===== src/rtl/key_press_filter.sv =====
// Debounces one synchronized key level into a clean level plus press/release,
// long-press pulses and a wrapping 8-bit press counter. All outputs are registered.
module key_press_filter #(
  parameter int DEBOUNCE_CYCLES = 1000,
  parameter int LONG_CYCLES     = 25_000_000,
  parameter bit IN_ACTIVE_LOW   = 1'b1
) (
  input  logic       clk,
  input  logic       reset,
  input  logic       in_sync,
  output logic       pressed,
  output logic       press,
  output logic       release_o,
  output logic       long_press,
  output logic [7:0] press_count
);

  localparam int CW     = $clog2(DEBOUNCE_CYCLES);
  localparam int HW_RAW = $clog2(LONG_CYCLES + 1);
  localparam int HW     = (HW_RAW < 1) ? 1 : HW_RAW;

  localparam logic [CW-1:0] CNT_ONE  = CW'(1);
  localparam logic [CW-1:0] CNT_LAST = CW'(DEBOUNCE_CYCLES - 1);
  localparam logic [HW-1:0] HOLD_MAX = HW'(LONG_CYCLES);
  localparam bit            LONG_EN  = (LONG_CYCLES > 0);

  typedef enum logic [1:0] {
    IDLE,
    PRESS_WAIT,
    HELD,
    RELEASE_WAIT
  } state_e;

  state_e          state_q, state_d;
  logic [CW-1:0]   cnt_q, cnt_d;
  logic [HW-1:0]   hold_q, hold_d;
  logic [7:0]      count_q, count_d;
  logic            pressed_q, pressed_d;
  logic            press_q, press_d;
  logic            release_q, release_d;
  logic            long_q, long_d;
  logic            lvl;

  // lvl is 1 whenever the key is physically down, whatever the board polarity.
  assign lvl = in_sync ^ IN_ACTIVE_LOW;

  always_comb begin
    // NOTE: every combinational output gets a default first so no path leaves it
    // unassigned; without these, synthesis would infer latches.
    state_d   = state_q;
    cnt_d     = cnt_q;
    hold_d    = hold_q;
    count_d   = count_q;
    press_d   = 1'b0;
    release_d = 1'b0;
    long_d    = 1'b0;

    // Hold counter runs while the key counts as down; it stops at HOLD_MAX, so the
    // long-press pulse can only fire once per accepted press.
    if ((state_q == HELD || state_q == RELEASE_WAIT) && hold_q != HOLD_MAX) begin
      hold_d = hold_q + 1'b1;
      long_d = LONG_EN && (hold_d == HOLD_MAX);
    end

    case (state_q)
      IDLE: begin
        if (lvl) begin
          state_d = PRESS_WAIT;
          cnt_d   = CNT_ONE;
        end
      end
      PRESS_WAIT: begin
        if (!lvl) begin
          state_d = IDLE;
        end else if (cnt_q == CNT_LAST) begin
          state_d = HELD;
          press_d = 1'b1;
          count_d = count_q + 1'b1;
          hold_d  = '0;
        end else begin
          cnt_d = cnt_q + 1'b1;
        end
      end
      HELD: begin
        if (!lvl) begin
          state_d = RELEASE_WAIT;
          cnt_d   = CNT_ONE;
        end
      end
      RELEASE_WAIT: begin
        if (lvl) begin
          state_d = HELD;
        end else if (cnt_q == CNT_LAST) begin
          state_d   = IDLE;
          release_d = 1'b1;
        end else begin
          cnt_d = cnt_q + 1'b1;
        end
      end
      default: state_d = IDLE;
    endcase

    pressed_d = (state_d == HELD) || (state_d == RELEASE_WAIT);
  end

  // NOTE: state registers use non-blocking assignments so every flop samples the
  // pre-edge values; the reset clears all of them asynchronously.
  always_ff @(posedge clk or negedge reset) begin
    if (!reset) begin
      state_q   <= IDLE;
      cnt_q     <= '0;
      hold_q    <= '0;
      count_q   <= '0;
      pressed_q <= 1'b0;
      press_q   <= 1'b0;
      release_q <= 1'b0;
      long_q    <= 1'b0;
    end else begin
      state_q   <= state_d;
      cnt_q     <= cnt_d;
      hold_q    <= hold_d;
      count_q   <= count_d;
      pressed_q <= pressed_d;
      press_q   <= press_d;
      release_q <= release_d;
      long_q    <= long_d;
    end
  end

  assign pressed     = pressed_q;
  assign press       = press_q;
  assign release_o   = release_q;
  assign long_press  = long_q;
  assign press_count = count_q;

endmodule


===== config.mk =====
export PLATFORM = sky130hd
export DESIGN_NAME = key_press_filter
export DESIGN_NICKNAME = d
export VERILOG_FILES = /design/src/rtl/key_press_filter.sv
export SDC_FILE = /design/constraint.sdc
export NUM_CORES = 1
export LEC_CHECK = 0
export ABC_AREA = 1
export CAP_MARGIN = 20
export CORE_MARGIN = 5
export CORE_UTILIZATION = 24
export DETAILED_ROUTE_END_ITERATION = 8
export PLACE_DENSITY = 0.42
export SYNTH_ARGS = -nofsm -noshare
export SYNTH_HDL_FRONTEND = slang
export SYNTH_SLANG_ARGS = --single-unit
export TNS_END_PERCENT = 1

===== constraint.sdc =====
create_clock -name clk -period 1.8 [get_ports clk]
set_clock_uncertainty 0.05 [all_clocks]
set_input_delay 0.27 -clock clk [delete_from_list [all_inputs] [get_ports clk]]
set_output_delay 0.27 -clock clk [all_outputs]
set_load 0.03 [all_outputs]

# Yosys cells after proc, flatten, opt, wreduce, memory -nomap -nowiden
# Cells that the tools add are included.
op_classes:
  addsub: 3
  n_eq_ne: 12
  mux: 23
  bitwise_logic: 1
  reduce_logical: 6
op_table:
  columns: ["cell", "count"]
  rows:
  - ["$mux W25", 4]
  - ["$mux W10", 5]
  - ["$pmux W10 S4", 1]
  - ["$add A25 B1 Y25 const B", 1]
  - ["$eq A25 B25 Y1 const B", 1]
  - ["$ne A25 B25 Y1 const B", 1]
  - ["$mux W2", 6]
  - ["$add A10 B1 Y10 const B", 1]
  - ["$eq A10 B10 Y1 const B", 1]
  - ["$add A8 B1 Y8 const B", 1]
  - ["$eq A2 B2 Y1 const B", 4]
  - ["$ne A2 B2 Y1 const B", 4]
  - ["$pmux W2 S4", 1]
  - ["$mux W1", 6]
  - ["$reduce_and A4 Y1", 1]
  - ["$reduce_and A3 Y1", 1]
  - ["$eq A2 B1 Y1 const B", 1]
  - ["$logic_not A2 Y1", 1]
  - ["$logic_or A1 B1 Y1", 2]
  - ["$logic_and A1 B1 Y1", 1]
  - ["$not A1 Y1", 1]
word_totals:
  regBits: 49
  out_inout_bits: 12

# Longest topological paths before layout
logic_depth:
  depth_word: 7
  depth_mapped: 13
  ltp_nobuf: 13

# Least setup slack after synthesis
# Ideal clock, no wire load.
synth_timing:
  kind: "register -> register"
  start: "register cnt_q[0]"
  end: "register hold_q[23]"
  setup_ns: 0.120
  arrival_ns: 1.542
  required_time_ns: 1.630
  slack_ns: 0.088
  stages_incl_launch_ff: 10
  period_less_slack_ns: 1.712
  path_cell_list: "dfrtp_1 ha_1 nand2_1 nor3_2 nand3_2 nor3_4 inv_4 buf_6 o21ai_0 nor2_1"
synth_between:
  elab_chain_len: 4
synth_rtl:
  columns: ["element", "line_no", "text"]
  rows:
  - ["from (decl)", "35", "logic [CW-1:0] cnt_q, cnt_d;"]
  - ["from (signal assigned)", "120", "cnt_q <= cnt_d;"]
  - ["$eq A10 B10 Y1", "75", "end else if (cnt_q == CNT_LAST) begin"]
  - ["$mux W25", "75", null]
  - ["$mux W25", "73", "if (!lvl) begin"]
  - ["$mux W25", "65", "case (state_q)"]
  - ["named net hold_d[23]", "36", "logic [HW-1:0] hold_q, hold_d;"]
  - ["to (signal assigned)", "121", "hold_q <= hold_d;"]
  - ["to (decl)", "36", null]
# The timed path passes the listed nets, and every way through them passes these cells.
# A chain may end at the register's enable or synchronous reset.

# Worst setup path in the final report
layout_timing:
  start: "register hold_q[1]"
  end: "register long_q (netlist: long_press)"
layout_between:
  elab_chain_len: 3
layout_rtl:
  columns: ["element", "line_no", "text"]
  rows:
  - ["$add A25 B1 Y25 or $ne A25 B25 Y1 (tied branches)", "61, 60", null]
  - ["$eq A25 B25 Y1 or $logic_and A1 B1 Y1 (tied branches)", "62, 60", null]
  - ["$mux W1 (*)", "60", "if ((state_q == HELD || state_q == RELEASE_WAIT) && hold_q != HOLD_MAX) begin"]
  - ["named net long_d", "41", "logic long_q, long_d;"]
  - ["to (signal assigned)", "126", "long_q <= long_d;"]
  - ["to (decl)", "41", null]
# Mark *: on every way through the listed nets, which the timed path passes. The rest lies on a longest branch.

==> results.toml <==
[critical_path]
cp-end-kind = "flop"
r2r_slack_ps = 30
critical_path_class = "reg2reg"
crit_family = "simple AND/OR/NAND/NOR gates"
timing.rr.end = "long_press$_DFF_PN0_"
cp-start-kind = "flop"
crit_fanout = 4
critPathLaunch = "hold_q[1]$_DFF_PN0_"
max_stage_delay_ps = 400
critPathBufInv = 2
crit_arrival_ps = 1960
worst_r2r_path_depth = 12
cp_data_required_time_ps = 1980
rr_startpoint = "hold_q[1]$_DFF_PN0_"
crit_chain = "buf_4 -> nand2_1 -> nor2_4 -> buf_4 -> nand4_1 -> nand2_1 -> nand2_1 -> nor2_1 -> nand2_1 -> nor2_1 -> nand2_1 -> nor2_1"
crit_path_top_delay_cell = "dfrtp_1"
crit_top_cell = "nand2_1"

[logic_synthesis]
synth_cell_types = 35
synth.area.top_cells = "dfrtp_1, nand2_1, nor2_1"
synth-edff-count = 0
synth_top_area_share = 0.4056
synthesis.area_sq_um = 2962
ys_seq_area_frac = 0.4056
ys_ff_latch = 48
synthFlopType = "dfrtp_1"
avgSynthCellArea_sq_um = 6.985
yosysTopAreaCell = "dfrtp_1"
syn_nets = 431
async_flop_share = 1.000
synth-warning-count = 0
synthCells = 424

[floorplan]
io_pins = 15
die_x_um = 121.1
rows = 40
start_util = 0.2455
core_sq_um = 12060
die_h_um = 121.1
fp.dieArea_sq_um = 14660

[timing]
timing.fmax_mhz = 563.6
rsz0062_at_grt = "true"
fin_crit_sh = 0.9857
timing.hold.ws_ps = 403.4
setup_viol_count_final = 0
fin_crit_ps = 1774
tightest_slew_ps = 506.2
slew_headroom = 0.6594
slew_viol_final = 0
hold_viol = 0

[finish]
nets = 479
multiInputGateArea_sq_um = 1647
layout_common_cells = "nand2_1, nor2_1, dfrtp_1"
final_common_cell = "nand2_1"
fillerInstances = 1300
drive_gt1_frac = 0.1691
seq_area_sq_um = 1202
area_growth_pct = 30.67
final_cells = 641
n_antenna_cell = 0
final_area_sq_um = 3870

[clock_network]
clk_latency_ps = 300
cts.path.max_buffers = 2
cts_sinks = 48
clkTransAtPathRegs_ps = 70
root_buffer = "clkbuf_16"
cts-buffers-inserted = 5
cts_tree = "done"
htree_levels = 2

[grt]
grt_pass1_wl_mm = 13.97
gr-total-overflow = 0
grt_pass1_vias = 2880
grt_usage = 0.1185
antenna_found_initial = 0
grt_max_degree = 21

[placement]
port_buffers = 14
gp_congestion = 0.8520
place_hpwl_mm = 5.971
dp_cells = 627
placed_cell_area_sq_um = 3485

[job]
max_cap_viol_count = 0

[power_and_ir_drop]
clockPowerShare = 0.221
p_sw_mw = 2.271
p_comb_frac = 0.452
p_leak_nw = 1.907
power-per-cell-area_nw_per_um2 = 1324
finalPower_mw = 5.122
p_sw_frac = 0.4434
irDropWorstVdd_uv = 359.4
power_frac_seq = 0.327
internal-power_mw = 2.851

[min_path]
hold_class = "in2async"

[detailed_routing]
first_pass_iters = 4
wl_per_cell_um = 12.66
drt_wl_total_mm = 8.112
vias = 2888
drc = 0
drt_iter0_markers = 103
final_antenna_net_count = 0
via_per_inst = 4.505

[status]
run_status = "finished, final reports clean"
cell type report:
| class | count | area share |
|---|---|---|
| tap | 168 | 0.05432 |
| inverter | 50 | 0.05141 |
| multi-input combinational | 320 | 0.4255 |
| sequential | 48 | 0.3107 |
| clock buffer | 5 | 0.03233 |
| timing repair buffer | 47 | 0.1135 |
| clock inverter | 3 | 0.01229 |
state kept, by name, summed over array words and instances (netlist names):
register / cells
cnt_q: 10
hold_q: 25
release_o: 1
pressed: 1
press_count: 8
state_q: 1
long_press: 1
press: 1
through the flow:
stage / worst slack, ps / util / TNS (ps)
detailed placement: -173.7 / 0.2889 / -493.4
CTS: -28.11 / 0.3058 / -67.82
finish: 25.75 / 0.3209 / 0
floorplan: 88.39 / - / 0
global route: -162.9 / 0.3209 / -2202
global placement: -188.2 / 0.2889 / -399.4
power groups by stage:
stage          Sequential, mW  Combinational [mW]  Clock, mW
2_1_floorplan            1.56                1.49          0
3_3_place_gp             1.67                2.05          0
3_5_place_dp             1.67                2.07          0
4_1_cts                  1.65                2.11       1.17
5_1_grt                  1.72                2.65       1.21
6_report                 1.67                2.32       1.13
cell families (layout without fill, tap and decap cells):
| group | Yosys count | in the layout | synth area share |
|---|---|---|---|
| AND/OR/NAND/NOR | 250 | 250 | 0.3684 |
| multiplexers | 1 | 1 | 0.003802 |
| AO/OA/AOI/OAI | 54 | 54 | 0.09590 |
| XOR/XNOR | 11 | 11 | 0.03253 |
| flip-flops | 48 | 48 | 0.4056 |
| adder cells (fa/ha/maj) | 4 | 4 | 0.01690 |
| buffers and inverters | 56 | 105 | 0.07689 |
how the worst max path moves through the flow:
stage / end / slack (ps) / cells past startpoint
floorplan: hold_q[23]$_DFF_PN0_ / 90 / 9
global placement: long_press$_DFF_PN0_ / -190 / 10
detailed placement: long_press$_DFF_PN0_ / -170 / 10
CTS: long_press$_DFF_PN0_ / -30 / 12
global route: long_press$_DFF_PN0_ / -160 / 11
finish: long_press$_DFF_PN0_ / 30 / 12
Yosys cell counts, types with 2 or more instances:
cell / n
nand3b_1: 4
nor4_1: 2
o21ai_0: 27
nor2_1: 71
nor3_1: 6
buf_2: 3
nand4_1: 16
ha_1: 4
nor2_2: 4
a21oi_1: 21
o21a_1: 2
inv_2: 2
xnor2_1: 6
nand2_1: 116
inv_1: 46
dfrtp_1: 48
nand3_1: 23
xor2_1: 5
nor3_2: 2
layer usage:
layer | vias to the layer above | wire (um) | GRT usage
met1 | 1363 | 3966 | 0.1550
met3 | 11 | 305 | 0.03403
met5 | - | 0 | 0
met4 | 0 | 102 | 0.03187
li1 | 1461 | - | -
met2 | 53 | 3739 | 0.1910
what timing repair did:
action / in CTS / in global routing
cloned: 0 / 1
setup endpoints to repair: 12 / 38
gates resized for setup: 8 / 39
endpoints found under the hold margin: 18 / 0
hold buffers: 1 / 0
pin swaps: 0 / 12
setup buffers: 0 / 4
(Power assumes the default switching activity.)
